**src/rtl/npu_mem_initiator_if.sv**
```systemverilog
// Bundle of the host command/response streams and the NPU SRAM-like word port.
// Pure wiring, no latency of its own.
// Flow control is carried by the valid/ready pairs; the memory port has no backpressure.
interface npu_mem_initiator_if #(
  parameter int AXI_WIDTH = 32,
  parameter int ADDR_W    = 3
);
  logic                 flush;
  logic                 cmd_valid;
  logic                 cmd_ready;
  logic                 cmd_write;
  logic [ADDR_W-1:0]    cmd_addr;
  logic [AXI_WIDTH-1:0] cmd_wdata;
  logic                 rsp_valid;
  logic                 rsp_ready;
  logic [AXI_WIDTH-1:0] rsp_rdata;
  logic                 busy;
  logic                 req;
  logic [3:0]           wen;
  logic [ADDR_W-1:0]    addr;
  logic [AXI_WIDTH-1:0] wdata;
  logic [AXI_WIDTH-1:0] rdata;

  modport master (
    input  flush, cmd_valid, cmd_write, cmd_addr, cmd_wdata, rsp_ready, rdata,
    output cmd_ready, rsp_valid, rsp_rdata, busy, req, wen, addr, wdata
  );

  modport slave (
    output flush, cmd_valid, cmd_write, cmd_addr, cmd_wdata, rsp_ready, rdata,
    input  cmd_ready, rsp_valid, rsp_rdata, busy, req, wen, addr, wdata
  );
endinterface

```
**src/rtl/npu_mem_initiator.sv**
```systemverilog
// Queues host word commands and plays them in order onto the NPU SRAM port, returning read data.
// Latency: accept edge -> strobe after next edge; read data captured the cycle after its strobe.
// Backpressure: cmd_ready drops when the command FIFO is full; reads wait for response-FIFO credit.
module npu_mem_initiator #(
  parameter int AXI_WIDTH = 32,
  parameter int ADDR_W    = 3,
  parameter int CMD_DEPTH = 4,
  parameter int RSP_DEPTH = 4
) (
  input  logic                clk,
  input  logic                rst_n,
  npu_mem_initiator_if.master bus
);
  localparam int CPW = $clog2(CMD_DEPTH);
  localparam int CCW = CPW + 1;
  localparam int RPW = $clog2(RSP_DEPTH);
  localparam int RCW = RPW + 1;
  localparam int SW  = RCW + 1;

  typedef enum logic [1:0] {IDLE = 2'd0, ISSUE = 2'd1, STALL = 2'd2} state_t;
  state_t state, next_state;

  logic                 cmd_wr_q   [CMD_DEPTH];
  logic [ADDR_W-1:0]    cmd_addr_q [CMD_DEPTH];
  logic [AXI_WIDTH-1:0] cmd_data_q [CMD_DEPTH];
  logic [CPW-1:0]       cmd_wr_ptr, cmd_rd_ptr, cmd_rd_nxt;
  logic [CCW-1:0]       cmd_count, cmd_count_nxt, cnt_after_pop;
  logic                 cmd_push, issue, issue_rd, head_wr_nxt;

  logic [AXI_WIDTH-1:0] rsp_mem [RSP_DEPTH];
  logic [RPW-1:0]       rsp_wr_ptr, rsp_rd_ptr;
  logic [RCW-1:0]       rsp_count, rsp_count_nxt;
  logic [SW-1:0]        credit_sum;
  logic                 rsp_push, rsp_pop, rd_strobe, rd_pend;

  assign bus.cmd_ready = (cmd_count != CCW'(CMD_DEPTH));
  assign cmd_push      = bus.cmd_valid && bus.cmd_ready && !bus.flush;
  assign rd_strobe     = bus.req && (bus.wen == 4'h0);
  assign rsp_push      = rd_pend;
  assign bus.rsp_valid = (rsp_count != '0);
  assign rsp_pop       = bus.rsp_valid && bus.rsp_ready;
  assign bus.rsp_rdata = bus.rsp_valid ? rsp_mem[rsp_rd_ptr] : '0;
  assign bus.busy      = (cmd_count != '0) || bus.req || rd_pend || bus.rsp_valid;

  // State register: holds the classification of the command at the FIFO head for this cycle.
  always_ff @(posedge clk or negedge rst_n) begin
    if (!rst_n) state <= IDLE;
    else        state <= next_state;
  end

  // Next state: look ahead to the FIFO head and read credit as they will stand after this edge,
  // so a freshly accepted command can issue on the very next edge.
  always_comb begin
    cnt_after_pop = cmd_count - CCW'(issue);
    cmd_count_nxt = bus.flush ? '0 : cnt_after_pop + CCW'(cmd_push);
    cmd_rd_nxt    = bus.flush ? cmd_wr_ptr : cmd_rd_ptr + CPW'(issue);
    head_wr_nxt   = (cnt_after_pop == '0) ? bus.cmd_write : cmd_wr_q[cmd_rd_nxt];
    rsp_count_nxt = rsp_count + RCW'(rsp_push) - RCW'(rsp_pop);
    // Reads outstanding next cycle: the strobe issued now plus the one whose data is due now.
    credit_sum    = SW'(rsp_count_nxt) + SW'(issue_rd) + SW'(rd_strobe);
    next_state    = STALL;
    if (cmd_count_nxt == '0)
      next_state = IDLE;
    else if (head_wr_nxt || (credit_sum < SW'(RSP_DEPTH)))
      next_state = ISSUE;
  end

  // Outputs of the FSM: pop/issue the head; a flush cancels anything not yet on the port.
  always_comb begin
    issue    = 1'b0;
    issue_rd = 1'b0;
    if ((state == ISSUE) && !bus.flush) begin
      issue    = 1'b1;
      issue_rd = !cmd_wr_q[cmd_rd_ptr];
    end
  end

  // Command FIFO storage; contents need no reset since the count gates every use.
  always_ff @(posedge clk) begin
    if (cmd_push) begin
      cmd_wr_q[cmd_wr_ptr]   <= bus.cmd_write;
      cmd_addr_q[cmd_wr_ptr] <= bus.cmd_addr;
      cmd_data_q[cmd_wr_ptr] <= bus.cmd_wdata;
    end
  end

  // Command FIFO pointers and occupancy; flush realigns the read pointer onto the write pointer.
  always_ff @(posedge clk or negedge rst_n) begin
    if (!rst_n) begin
      cmd_wr_ptr <= '0;
      cmd_rd_ptr <= '0;
      cmd_count  <= '0;
    end else begin
      if (cmd_push) cmd_wr_ptr <= cmd_wr_ptr + CPW'(1);
      cmd_rd_ptr <= cmd_rd_nxt;
      cmd_count  <= cmd_count_nxt;
    end
  end

  // Registered memory port: one strobe per issued command, all zero on idle cycles.
  always_ff @(posedge clk or negedge rst_n) begin
    if (!rst_n) begin
      bus.req   <= 1'b0;
      bus.wen   <= 4'h0;
      bus.addr  <= '0;
      bus.wdata <= '0;
      rd_pend   <= 1'b0;
    end else begin
      rd_pend <= rd_strobe;
      if (issue) begin
        bus.req   <= 1'b1;
        bus.wen   <= cmd_wr_q[cmd_rd_ptr] ? 4'hF : 4'h0;
        bus.addr  <= cmd_addr_q[cmd_rd_ptr];
        bus.wdata <= cmd_wr_q[cmd_rd_ptr] ? cmd_data_q[cmd_rd_ptr] : '0;
      end else begin
        bus.req   <= 1'b0;
        bus.wen   <= 4'h0;
        bus.addr  <= '0;
        bus.wdata <= '0;
      end
    end
  end

  // Response FIFO storage: captures rdata in the cycle after a read strobe.
  always_ff @(posedge clk) begin
    if (rsp_push) rsp_mem[rsp_wr_ptr] <= bus.rdata;
  end

  // Response FIFO pointers and occupancy; simultaneous push and pop keep the count.
  always_ff @(posedge clk or negedge rst_n) begin
    if (!rst_n) begin
      rsp_wr_ptr <= '0;
      rsp_rd_ptr <= '0;
      rsp_count  <= '0;
    end else begin
      if (rsp_push) rsp_wr_ptr <= rsp_wr_ptr + RPW'(1);
      if (rsp_pop)  rsp_rd_ptr <= rsp_rd_ptr + RPW'(1);
      rsp_count <= rsp_count_nxt;
    end
  end
endmodule

```
**src/flat_wrapper.sv**
```systemverilog
// flat-port wrapper written by rule: the top's interface ports become plain ports
module npu_mem_initiator_flat 
#(
  parameter int AXI_WIDTH = 32,
  parameter int ADDR_W    = 3,
  parameter int CMD_DEPTH = 4,
  parameter int RSP_DEPTH = 4
)
  (clk, rst_n, bus_flush, bus_cmd_valid, bus_cmd_write, bus_cmd_addr, bus_cmd_wdata, bus_rsp_ready, bus_rdata, bus_cmd_ready, bus_rsp_valid, bus_rsp_rdata, bus_busy, bus_req, bus_wen, bus_addr, bus_wdata);
  npu_mem_initiator_if #(.AXI_WIDTH(AXI_WIDTH), .ADDR_W(ADDR_W)) bus_i ();
  input  logic clk;
  input  logic rst_n;
  input wire logic [$bits(bus_i.flush)-1:0] bus_flush;
  input wire logic [$bits(bus_i.cmd_valid)-1:0] bus_cmd_valid;
  input wire logic [$bits(bus_i.cmd_write)-1:0] bus_cmd_write;
  input wire logic [$bits(bus_i.cmd_addr)-1:0] bus_cmd_addr;
  input wire logic [$bits(bus_i.cmd_wdata)-1:0] bus_cmd_wdata;
  input wire logic [$bits(bus_i.rsp_ready)-1:0] bus_rsp_ready;
  input wire logic [$bits(bus_i.rdata)-1:0] bus_rdata;
  output wire logic [$bits(bus_i.cmd_ready)-1:0] bus_cmd_ready;
  output wire logic [$bits(bus_i.rsp_valid)-1:0] bus_rsp_valid;
  output wire logic [$bits(bus_i.rsp_rdata)-1:0] bus_rsp_rdata;
  output wire logic [$bits(bus_i.busy)-1:0] bus_busy;
  output wire logic [$bits(bus_i.req)-1:0] bus_req;
  output wire logic [$bits(bus_i.wen)-1:0] bus_wen;
  output wire logic [$bits(bus_i.addr)-1:0] bus_addr;
  output wire logic [$bits(bus_i.wdata)-1:0] bus_wdata;
  assign bus_i.flush = bus_flush;
  assign bus_i.cmd_valid = bus_cmd_valid;
  assign bus_i.cmd_write = bus_cmd_write;
  assign bus_i.cmd_addr = bus_cmd_addr;
  assign bus_i.cmd_wdata = bus_cmd_wdata;
  assign bus_i.rsp_ready = bus_rsp_ready;
  assign bus_i.rdata = bus_rdata;
  assign bus_cmd_ready = bus_i.cmd_ready;
  assign bus_rsp_valid = bus_i.rsp_valid;
  assign bus_rsp_rdata = bus_i.rsp_rdata;
  assign bus_busy = bus_i.busy;
  assign bus_req = bus_i.req;
  assign bus_wen = bus_i.wen;
  assign bus_addr = bus_i.addr;
  assign bus_wdata = bus_i.wdata;
  npu_mem_initiator #(.AXI_WIDTH(AXI_WIDTH), .ADDR_W(ADDR_W), .CMD_DEPTH(CMD_DEPTH), .RSP_DEPTH(RSP_DEPTH)) u_core (.clk(clk), .rst_n(rst_n), .bus(bus_i));
endmodule
```
**config.mk**
```make
export PLATFORM = sky130hd
export DESIGN_NAME = npu_mem_initiator_flat
export DESIGN_NICKNAME = d
export VERILOG_FILES = /design/src/rtl/npu_mem_initiator_if.sv /design/src/rtl/npu_mem_initiator.sv /design/src/flat_wrapper.sv
export SDC_FILE = /design/constraint.sdc
export NUM_CORES = 1
export LEC_CHECK = 0
export ABC_AREA = 1
export BUFFER_PORTS_ARGS = -buffer_cell sky130_fd_sc_hd__buf_2
export CAP_MARGIN = 0
export CORE_ASPECT_RATIO = 1.5
export CORE_UTILIZATION = 55
export CTS_CLUSTER_SIZE = 28
export DETAILED_ROUTE_END_ITERATION = 8
export PLACE_DENSITY_LB_ADDON = 0.05
export SYNTH_ARGS = -nofsm -noshare
export SYNTH_HDL_FRONTEND = slang
export SYNTH_SLANG_ARGS = --single-unit
```
**constraint.sdc**
```tcl
create_clock -name clk -period 2.95 [get_ports clk]
set_input_delay 0.295 -clock clk [delete_from_list [all_inputs] [get_ports clk]]
set_output_delay 0.295 -clock clk [all_outputs]
set_load 0.01 [all_outputs]
```
==> results of run 1 <==
-- layer usage --
metal,part of all wire,up-vias,wire [um]
met5,0,-,0
met4,0.016,0,411
met3,0.047,28,1240
met2,0.55,193,14400
met1,0.39,3832,10200
li1,-,3832,-
-- state kept, by name, summed over array words and instances (netlist names) --
name               count
u_core.bus.wen         1
u_core.cmd_wr_ptr      2
u_core.rsp_count       3
u_core.cmd_wr_q        4
u_core.cmd_rd_ptr      2
u_core.rsp_wr_ptr      2
u_core.rd_pend         1
u_core.bus.req         1
u_core.state           2
u_core.bus.addr        3
u_core.cmd_data_q    128
u_core.cmd_addr_q     12
u_core.bus.wdata      32
u_core.rsp_rd_ptr      2
u_core.rsp_mem       128
u_core.cmd_count       3
-- final timing paths --
kind | endpoint | startpoint | slack (ns)
max in group asynchronous | u_core.bus.wdata[14]$_DFF_PN0_ | rst_n | 1.99
min in group asynchronous | u_core.bus.wdata[30]$_DFF_PN0_ | rst_n | 0.23
worst max register to register | u_core.state[1]$_DFF_PN0_ | u_core.rsp_count[1]$_DFF_PN0_ | 0.37
worst min register to register | u_core.rsp_wr_ptr[0]$_DFFE_PN0P_ | u_core.rsp_wr_ptr[0]$_DFFE_PN0P_ | 0.53
worst max-delay path | u_core.state[1]$_DFF_PN0_ | u_core.rsp_count[1]$_DFF_PN0_ | 0.37
worst min-delay path | u_core.cmd_count[0]$_DFF_PN0_ | bus_flush | 0.02
-- power by group through the flow --
| stage | registers (mW) | logic, mW | clock network [mW] |
|---|---|---|---|
| 2_1_floorplan | 5.80 | 2.91 | 0 |
| 3_3_place_gp | 5.88 | 4.09 | 0 |
| 3_5_place_dp | 5.89 | 4.16 | 0 |
| 4_1_cts | 5.80 | 4.25 | 3.98 |
| 5_1_grt | 5.84 | 4.71 | 4.17 |
| 6_report | 5.80 | 4.20 | 3.91 |
-- cell usage in the layout (no fill, tap or decap), types with 29 or more instances in the layout --
cell type,n
nor2_1,281
edfxtp_1,272
buf_2,147
o21ai_0,76
dlygate4sd3_1,68
o21ai_1,61
dfrtp_1,52
a21oi_1,38
inv_1,37
nand2_1,32
a21oi_2,30
clkbuf_16,29
-- logic make-up after synthesis --
kind of cell               Yosys count  share of synthesized area
and+or+nand+nor                    336                      0.103
DFF                                326                      0.750
AOI/OAI and AO/OA                  205                     0.0897
buffers and inverters               97                     0.0359
adders and majority gates           17                     0.0174
xor gates and xnor gates             6                    0.00414
-- metrics by stage --
step                cell area, um2  total power, mW  instances  hold WS (ns)  setup slack [ns]
detailed placement           13700             10.0       1378         0.257             0.424
finish                       15400             13.9       1500        0.0155             0.373
CTS                          15400             14.0       1500       0.00417             0.352
global placement             13700             9.96       1378         0.251             0.495
global route                 15400             14.7       1500        0.0123             0.153
floorplan                    12700             8.72        987     -0.000591             0.262
-- cell type report --
class,count,share of cell area
inverter,44,0.0109
multi-input combinational,564,0.179
clock inverter,16,0.0137
timing repair buffer,236,0.105
clock buffer,38,0.0513
tap,276,0.0224
sequential,326,0.618
-- synthesized netlist by cell type, drive strengths merged --
| library cell | instances | share of area |
|---|---|---|
| nor2 | 286 | 0.085 |
| nor3 | 2 | 0.0012 |
| a21oi | 68 | 0.036 |
| fa | 1 | 0.0016 |
| nand4 | 1 | 0.00049 |
| xnor2 | 1 | 0.00069 |
| or2 | 1 | 0.00049 |
| o21ai | 137 | 0.054 |
| clkbuf | 22 | 0.0066 |
| xor2 | 5 | 0.0035 |
| nand3 | 10 | 0.0039 |
| buf | 31 | 0.016 |
| dfrtp | 54 | 0.11 |
| ha | 16 | 0.016 |
| inv | 43 | 0.013 |
| clkinv | 1 | 0.00030 |
| edfxtp | 272 | 0.64 |
| nand2 | 36 | 0.011 |
-- timing repair --
item	CTS	global route
resized for setup	0	0
hold endpoints to repair	284	0
hold buffers	68	0
==> flow_summary.toml, run 1 <==
[global_routing]
grt_usage = 0.227
grt_pass1_vias = 8025
grt-ovfl-total = 0
top_usage_layer = "met2"
antenna_found_initial = 0
grt_pass1_wl_um = 41300
grt.met3_usage = 0.0317
use_met2 = 0.440
use_met1 = 0.257
grt_max_degree = 66

[critical_path]
path_max_fanout = 3
crit_chain = "nor3_4 > inv_2 > nand2_1 > inv_1 > ha_1 > inv_1 > ha_1 > inv_1 > fa_1 > xor2_1 > xor2_1 > inv_1 > nand2_1 > nand3_1 > nor2_1"
crit_path_frequent_cell = "inv_1"
slowest_stage = "dfrtp_1"
endpoint_kind = "flip-flop"
worst-path-buf-inv = 5
cp.depth = 15
criticalPathCategory = "reg -> reg"
required_ns = 3.43
rr_worst_depth = 15
arrival_ns = 3.06
slowest_delay_ns = 0.43
cp_top_family = "adder cells"
setup.worst_path.start_class = "flip-flop"

[clocking]
htreeDepth = 1
cts_tree = "done"
clkLatencyLatePin_ns = 0.55
cts-root-buf = "clkbuf_16"
cts_setup_buffers = 0
cts_buffer_depth = 3
numCtsBuffers = 29
clk_pin_slew_ns = 0.06
clock-sinks = 326

[layout]
diodes = 0
multi_input_area_um2 = 2750
final-seq-area_um2 = 9520
nets = 1291
nFillCells = 1634
syn2layout_area_growth_pct = 21.3
drive_above_1_share = 0.213
final_util = 0.685

[place]
dp_hpwl_um = 14800
place_congestion = 0.735
io_buffers = 147

[floorplan]
core_um2 = 22500
die_h_um = 188
core.rowCount = 67
die-area_um2 = 23700
die_x_um = 126
io_pins = 148
initial_core_util = 0.565

[routing]
ant_nets = 0
drt_first_pass_iters = 5
wirelength_um = 26200
routed_via_density = 5.26
vias = 7885
drt_iter0_drc = 462
drcViolationCount = 0
wl_per_cell_um = 17.5

[timing]
maxSlewViolCount = 0
fin_tns_setup_ns = 0
setup_violations = 0
worstMarginPinSlew_ns = 0.699
fin_crit_sh = 0.874
fmax_ghz = 0.388
period_needed_ns = 2.58
rsz0062_at_grt = "false"
hold_violations = 0
max_slew_margin = 0.534
fin_skew_ns = 0.0220

[yosys]
syn_inst = 987
syn_avg_cell_area_um2 = 12.9
synth_warnings = 0
syn-num-nets = 1077
ys_seq_elements = 326
ys_seq_area_frac = 0.750
synth.distinct_cells = 29
netlist_area_um2 = 12700

[pwr]
power_switching_share = 0.331
vdd.ir_drop.worst_v = 0.000632
powerDensity_nw_per_um2 = 903
seqPwrFrac = 0.417
comb_power_share = 0.302
p_int_mw = 9.30
clockPowerShare = 0.281
p_switching_mw = 4.61
p_leak_nw = 5.98

[status]
status = "finished clean"

[job]
max_cap_viol_count = 0

[worst_hold_path]
hold_path_class = "in -> reg"
min_path_cells = 2
Note: power is estimated with default switching activity, not from simulation.
==> run 2: changes to the inputs <==
- ABC_AREA: 1 -> 0
==> flow_summary.toml, run 2 <==
[status]
status = "finished clean"

[place]
pre_cts_ws_ns = 0.0810
io_buffers = 147
place_congestion = 0.721
dp_hpwl_um = 13300

[timing]
hold_violations = 0
period_needed_ns = 2.85
fin_skew_ns = 0.0135
fin_crit_sh = 0.966
fmax_ghz = 0.351
worstMarginPinSlew_ns = 0.900
whs_ns = 0.0361
setup_violations = 0
maxSlewViolCount = 0
layout_setup_ws_ns = 0.0993
max_slew_margin = 0.400

[yosys]
yosysMostFrequentCell = "edfxtp_1"
netlist_area_um2 = 12300
syn_inst = 578
syn-num-nets = 668
ys_seq_elements = 326
synth_ff_type = "edfxtp_1"
synthTopCellsByCount = "272 x edfxtp_1, 68 x mux4_2, 54 x dfrtp_1, 44 x and2_1, 32 x and3_1"
yosysTopAreaCell = "edfxtp_1"
synth_area_leaders = "edfxtp_1 67%, mux4_2 12%, dfrtp_1 11%, and2_1 2.2%, and3_1 1.6%"
ys_seq_area_frac = 0.775
syn_avg_cell_area_um2 = 21.2
synth.distinct_cells = 31
synthArstFlopShare = 0.166
synth_top_cell_area_share = 0.665
synth_edf_count = 272
synth_warnings = 0

[critical_path]
endpoint_kind = "flip-flop"
reg2reg_setup_slack_ns = 0.1
required_ns = 3.35
r2r-start = "u_core.rsp_count[1]$_DFF_PN0_"
startpoint = "u_core.rsp_count[1]$_DFF_PN0_"
rr_worst_depth = 11
setup.worst_path.start_class = "flip-flop"
criticalPathCategory = "reg -> reg"
path_max_fanout = 3
arrival_ns = 3.25
r2r-end = "u_core.state[0]$_DFF_PN0_"

[layout]
nFillCells = 1462
multi_input_area_um2 = 2560
final_common_cell = "edfxtp_1"
drive_above_1_share = 0.344
syn2layout_area_growth_pct = 22.2
final_cell_mix = "272 x edfxtp_1, 147 x buf_2, 68 x mux4_2, 68 x dlygate4sd3_1, 51 x dfrtp_1"
final-seq-area_um2 = 9520
largestRegisters = "u_core.cmd_data_q x128, u_core.rsp_mem x128, u_core.bus.wdata x32"
diodes = 0
nets = 899

[floorplan]
core.rowCount = 66
initial_core_util = 0.563
die_x_um = 124
io_pins = 148
core_um2 = 21800
die-area_um2 = 22900
die_h_um = 185

[global_routing]
grt_pass1_wl_um = 34900
grt_pass1_vias = 6671
grt-ovfl-total = 0
grt_max_degree = 37
antenna_found_initial = 0
grt_usage = 0.205

[worst_hold_path]
min-delay-start = "bus_cmd_write"
min_path_cells = 1
whs_endpoint = "u_core.cmd_wr_q[1]$_DFFE_PP_"
hold_path_class = "in -> reg"

[routing]
drcViolationCount = 0
wl_per_cell_um = 20.6
vias = 6053
ant_nets = 0
wirelength_um = 22800
drt_first_pass_iters = 4
routed_via_density = 5.49
drt_iter0_drc = 193

[clocking]
cts-root-buf = "clkbuf_16"
numCtsBuffers = 29
htreeDepth = 1
cts_tree = "done"
clk_pin_slew_ns = 0.06
clkLatencyLatePin_ns = 0.54
clock-sinks = 326
cts_buffer_depth = 3

[pwr]
p_leak_nw = 5.78
powerDensity_nw_per_um2 = 870
vdd.ir_drop.worst_v = 0.000589

[job]
max_cap_viol_count = 0
==> run 2: how the worst max path moves through the flow <==
stage	to	cells after the start
final	u_core.state[0]$_DFF_PN0_	11
after floorplan	u_core.state[0]$_DFF_PN0_	12
after global routing	u_core.state[0]$_DFF_PN0_	11
after global placement	u_core.state[0]$_DFF_PN0_	11
after CTS	u_core.state[0]$_DFF_PN0_	11
after detailed placement	u_core.state[0]$_DFF_PN0_	11
==> run 2: cells by family (layout without fill, tap and decap cells) <==
logic type	after synthesis	after routing	share of synthesized area
AND/OR/NAND/NOR	97	97	0.0477
AO/OA/AOI/OAI	8	8	0.00428
buffers and inverters	48	301	0.0171
flip-flops	326	326	0.775
adder cells (fa/ha/maj)	17	17	0.0179
XOR/XNOR	8	8	0.00795
multiplexers	74	74	0.130
==> run 2: report_power, final <==
group / switching (mW) / leakage (nW) / internal [mW]
Clock: 1.54 / 0.447 / 2.10
Sequential: 0.188 / 3.18 / 5.56
Combinational: 1.84 / 2.15 / 1.82
==> run 2: critical path, cell delays in order, from the launching register on <==
cell      delay [ns]
dfrtp_1         0.39
or3_1           0.39
and2_4          0.18
ha_1            0.29
inv_1           0.06
ha_1            0.14
inv_1           0.05
fa_1            0.50
nand2b_1        0.16
o311a_1         0.30
o21ai_0         0.15
o21ai_0         0.12
==> run 2: final cells by class <==
cell class / instances / share of cell area
tap: 272 / 0.0227
clock buffer: 41 / 0.0520
timing repair buffer: 231 / 0.107
clock inverter: 12 / 0.00901
multi-input combinational: 204 / 0.171
inverter: 17 / 0.00425
sequential: 326 / 0.635
==> run 2: repair_timing <==
item / CTS / global route
setup endpoints to repair: 0 / 1
gates resized for setup: 0 / 1
endpoints found under the hold margin: 295 / 0
hold buffers: 68 / 0
setup buffers: 0 / 2
==> run 2: metrics by stage <==
step	util	total power [mW]	instances	cell area (um2)	TNS, ns
after global routing	0.688	13.7	1103	15000	-0.00101
after floorplan	-	8.31	578	12300	0
after global placement	0.614	9.36	980	13400	0
after detailed placement	0.614	9.48	980	13400	0
final	0.688	13.1	1103	15000	0
after CTS	0.687	13.2	1101	15000	0
==> run 2: per-layer routing <==
| metal | global-route usage | part of all wire |
|---|---|---|
| met3 | 0.0320 | 0.042 |
| met5 | 0 | 0 |
| met1 | 0.237 | 0.38 |
| met4 | 0.0500 | 0.014 |
| met2 | 0.391 | 0.56 |
==> run 3: changes to the inputs <==
- BUFFER_PORTS_ARGS: -buffer_cell sky130_fd_sc_hd__buf_2 -> unset
- DONT_BUFFER_PORTS: unset -> 1
- SLEW_MARGIN: unset -> 20
==> flow_summary.toml, run 3 (synthesis gave the netlist of run 2 again) <==
[status]
status = "finished clean"

[layout]
design_area_um2 = 14300
nFillCells = 1495
largestRegisters = "u_core.cmd_data_q x128, u_core.rsp_mem x128, u_core.bus.wdata x32"
diodes = 0
drive_above_1_share = 0.202
final_common_cell = "edfxtp_1"
final_cell_mix = "272 x edfxtp_1, 70 x dlygate4sd3_1, 68 x mux4_2"
syn2layout_area_growth_pct = 16.6
nets = 755

[floorplan]
io_pins = 148
core.rowCount = 66
die_h_um = 185
core_um2 = 21800
die_x_um = 124
initial_core_util = 0.563
die-area_um2 = 22900

[critical_path]
r2r-end = "u_core.state[0]$_DFF_PN0_"
rr_worst_depth = 11
reg2reg_setup_slack_ns = 0.12
r2r-start = "u_core.rsp_count[1]$_DFF_PN0_"
arrival_ns = 3.25
path_max_fanout = 3
endpoint_kind = "flip-flop"
setup.worst_path.start_class = "flip-flop"
required_ns = 3.38
criticalPathCategory = "reg -> reg"

[timing]
fin_tns_setup_ns = 0
maxSlewViolCount = 0
fmax_ghz = 0.354
period_needed_ns = 2.83
fin_crit_sh = 0.958
fin_skew_ns = 0.0197
worstMarginPinSlew_ns = 0.907
max_slew_margin = 0.396
setup_violations = 0
hold_violations = 0
whs_ns = 0.0232

[clocking]
clock-sinks = 326
numCtsBuffers = 29
cts_buffer_depth = 3
clk_pin_slew_ns = 0.07
cts-root-buf = "clkbuf_16"
clkLatencyLatePin_ns = 0.54
cts_tree = "done"
htreeDepth = 1

[routing]
vias = 5469
wirelength_um = 21800
drt_first_pass_iters = 4
drcViolationCount = 0
drt_iter0_drc = 332
ant_nets = 0
routed_via_density = 5.70
wl_per_cell_um = 22.7

[global_routing]
grt_usage = 0.196
grt-ovfl-total = 0
grt_pass1_vias = 6070
grt_max_degree = 55
grt_pass1_wl_um = 33400
antenna_found_initial = 0

[place]
postPlaceCellArea_um2 = 12600
place_congestion = 0.712
dp_hpwl_um = 12400
io_buffers = 0

[pwr]
powerDensity_nw_per_um2 = 892
vdd.ir_drop.worst_v = 0.000569
p_leak_nw = 5.16

[worst_hold_path]
min-delay-start = "bus_rsp_ready"
hold_path_class = "in -> reg"
min_path_cells = 2
whs_endpoint = "u_core.rsp_rd_ptr[0]$_DFFE_PN0P_"

[job]
max_cap_viol_count = 0
==> run 3: cell types whose count changed in the layout (fill, tap and decap cells not counted), sizes merged <==
cell / previous run / this run
buf: 163 / 17
bufinv: 3 / 4
dlygate4sd3: 68 / 70
clkbuf: 41 / 40
==> run 3: metal layers <==
metal,GRT usage,vias to the layer above,wire length (um)
li1,-,2447,-
met5,0,-,0
met2,0.364,136,11900
met3,0.0360,25,1220
met4,0.0471,0,359
met1,0.232,2861,8270
==> run 3: cell type report <==
| cell class | count | area (um2) | share of cell area |
|---|---|---|---|
| clock buffers | 40 | 787 | 0.0549 |
| clock inverters | 13 | 163 | 0.0114 |
| well taps | 272 | 340 | 0.0238 |
| flip-flops and latches | 326 | 9520 | 0.665 |
| multi-input cells | 204 | 2560 | 0.179 |
| inverters | 17 | 63.8 | 0.00446 |
| repair buffers | 87 | 886 | 0.0619 |
==> run 3: how the worst max path moves through the flow <==
| stage | depth (start not counted) | from | slack [ns] | endpoint |
|---|---|---|---|---|
| finish | 11 | u_core.rsp_count[1]$_DFF_PN0_ | 0.12 | u_core.state[0]$_DFF_PN0_ |
| global route | 11 | u_core.rsp_count[1]$_DFF_PN0_ | -0.008 | u_core.state[0]$_DFF_PN0_ |
| global placement | 11 | u_core.rsp_count[1]$_DFF_PN0_ | 0.19 | u_core.state[0]$_DFF_PN0_ |
| detailed placement | 11 | u_core.rsp_count[1]$_DFF_PN0_ | 0.16 | u_core.state[0]$_DFF_PN0_ |
| CTS | 11 | u_core.rsp_count[1]$_DFF_PN0_ | 0.12 | u_core.state[0]$_DFF_PN0_ |
| floorplan | 12 | u_core.rsp_count[1]$_DFF_PN0_ | 0.14 | u_core.state[0]$_DFF_PN0_ |
==> run 3: where the power goes <==
| part | total, mW | leakage, nW | switching, mW | internal, mW |
|---|---|---|---|---|
| Combinational | 3.17 | 1.52 | 1.63 | 1.54 |
| Sequential | 5.84 | 3.18 | 0.283 | 5.56 |
| Clock | 3.75 | 0.461 | 1.55 | 2.21 |
| Total | 12.8 | 5.16 | 3.46 | 9.31 |
==> run 3: through the flow <==
stage	utilization	worst slack, ns	cells	power, mW
2_1_floorplan	-	0.143	578	8.31
3_3_place_gp	0.579	0.189	832	8.94
3_5_place_dp	0.579	0.159	832	9.04
4_1_cts	0.656	0.117	956	12.9
5_1_grt	0.657	-0.00775	959	13.4
6_report	0.657	0.125	959	12.8
==> run 3: critical path: stages (launching register included) <==
cell	delay [ns]
dfrtp_1	0.39
or3_1	0.38
and2_1	0.20
ha_1	0.29
inv_1	0.07
ha_1	0.15
inv_1	0.06
fa_1	0.51
nand2b_1	0.16
o311a_1	0.30
o21ai_1	0.11
o21ai_0	0.09
==> run 3: what timing repair did <==
action,in CTS,in global routing
endpoints found under the setup margin,0,1
endpoints found under the hold margin,331,0
gates resized for setup,0,1
setup buffers,0,3
hold buffers,71,0
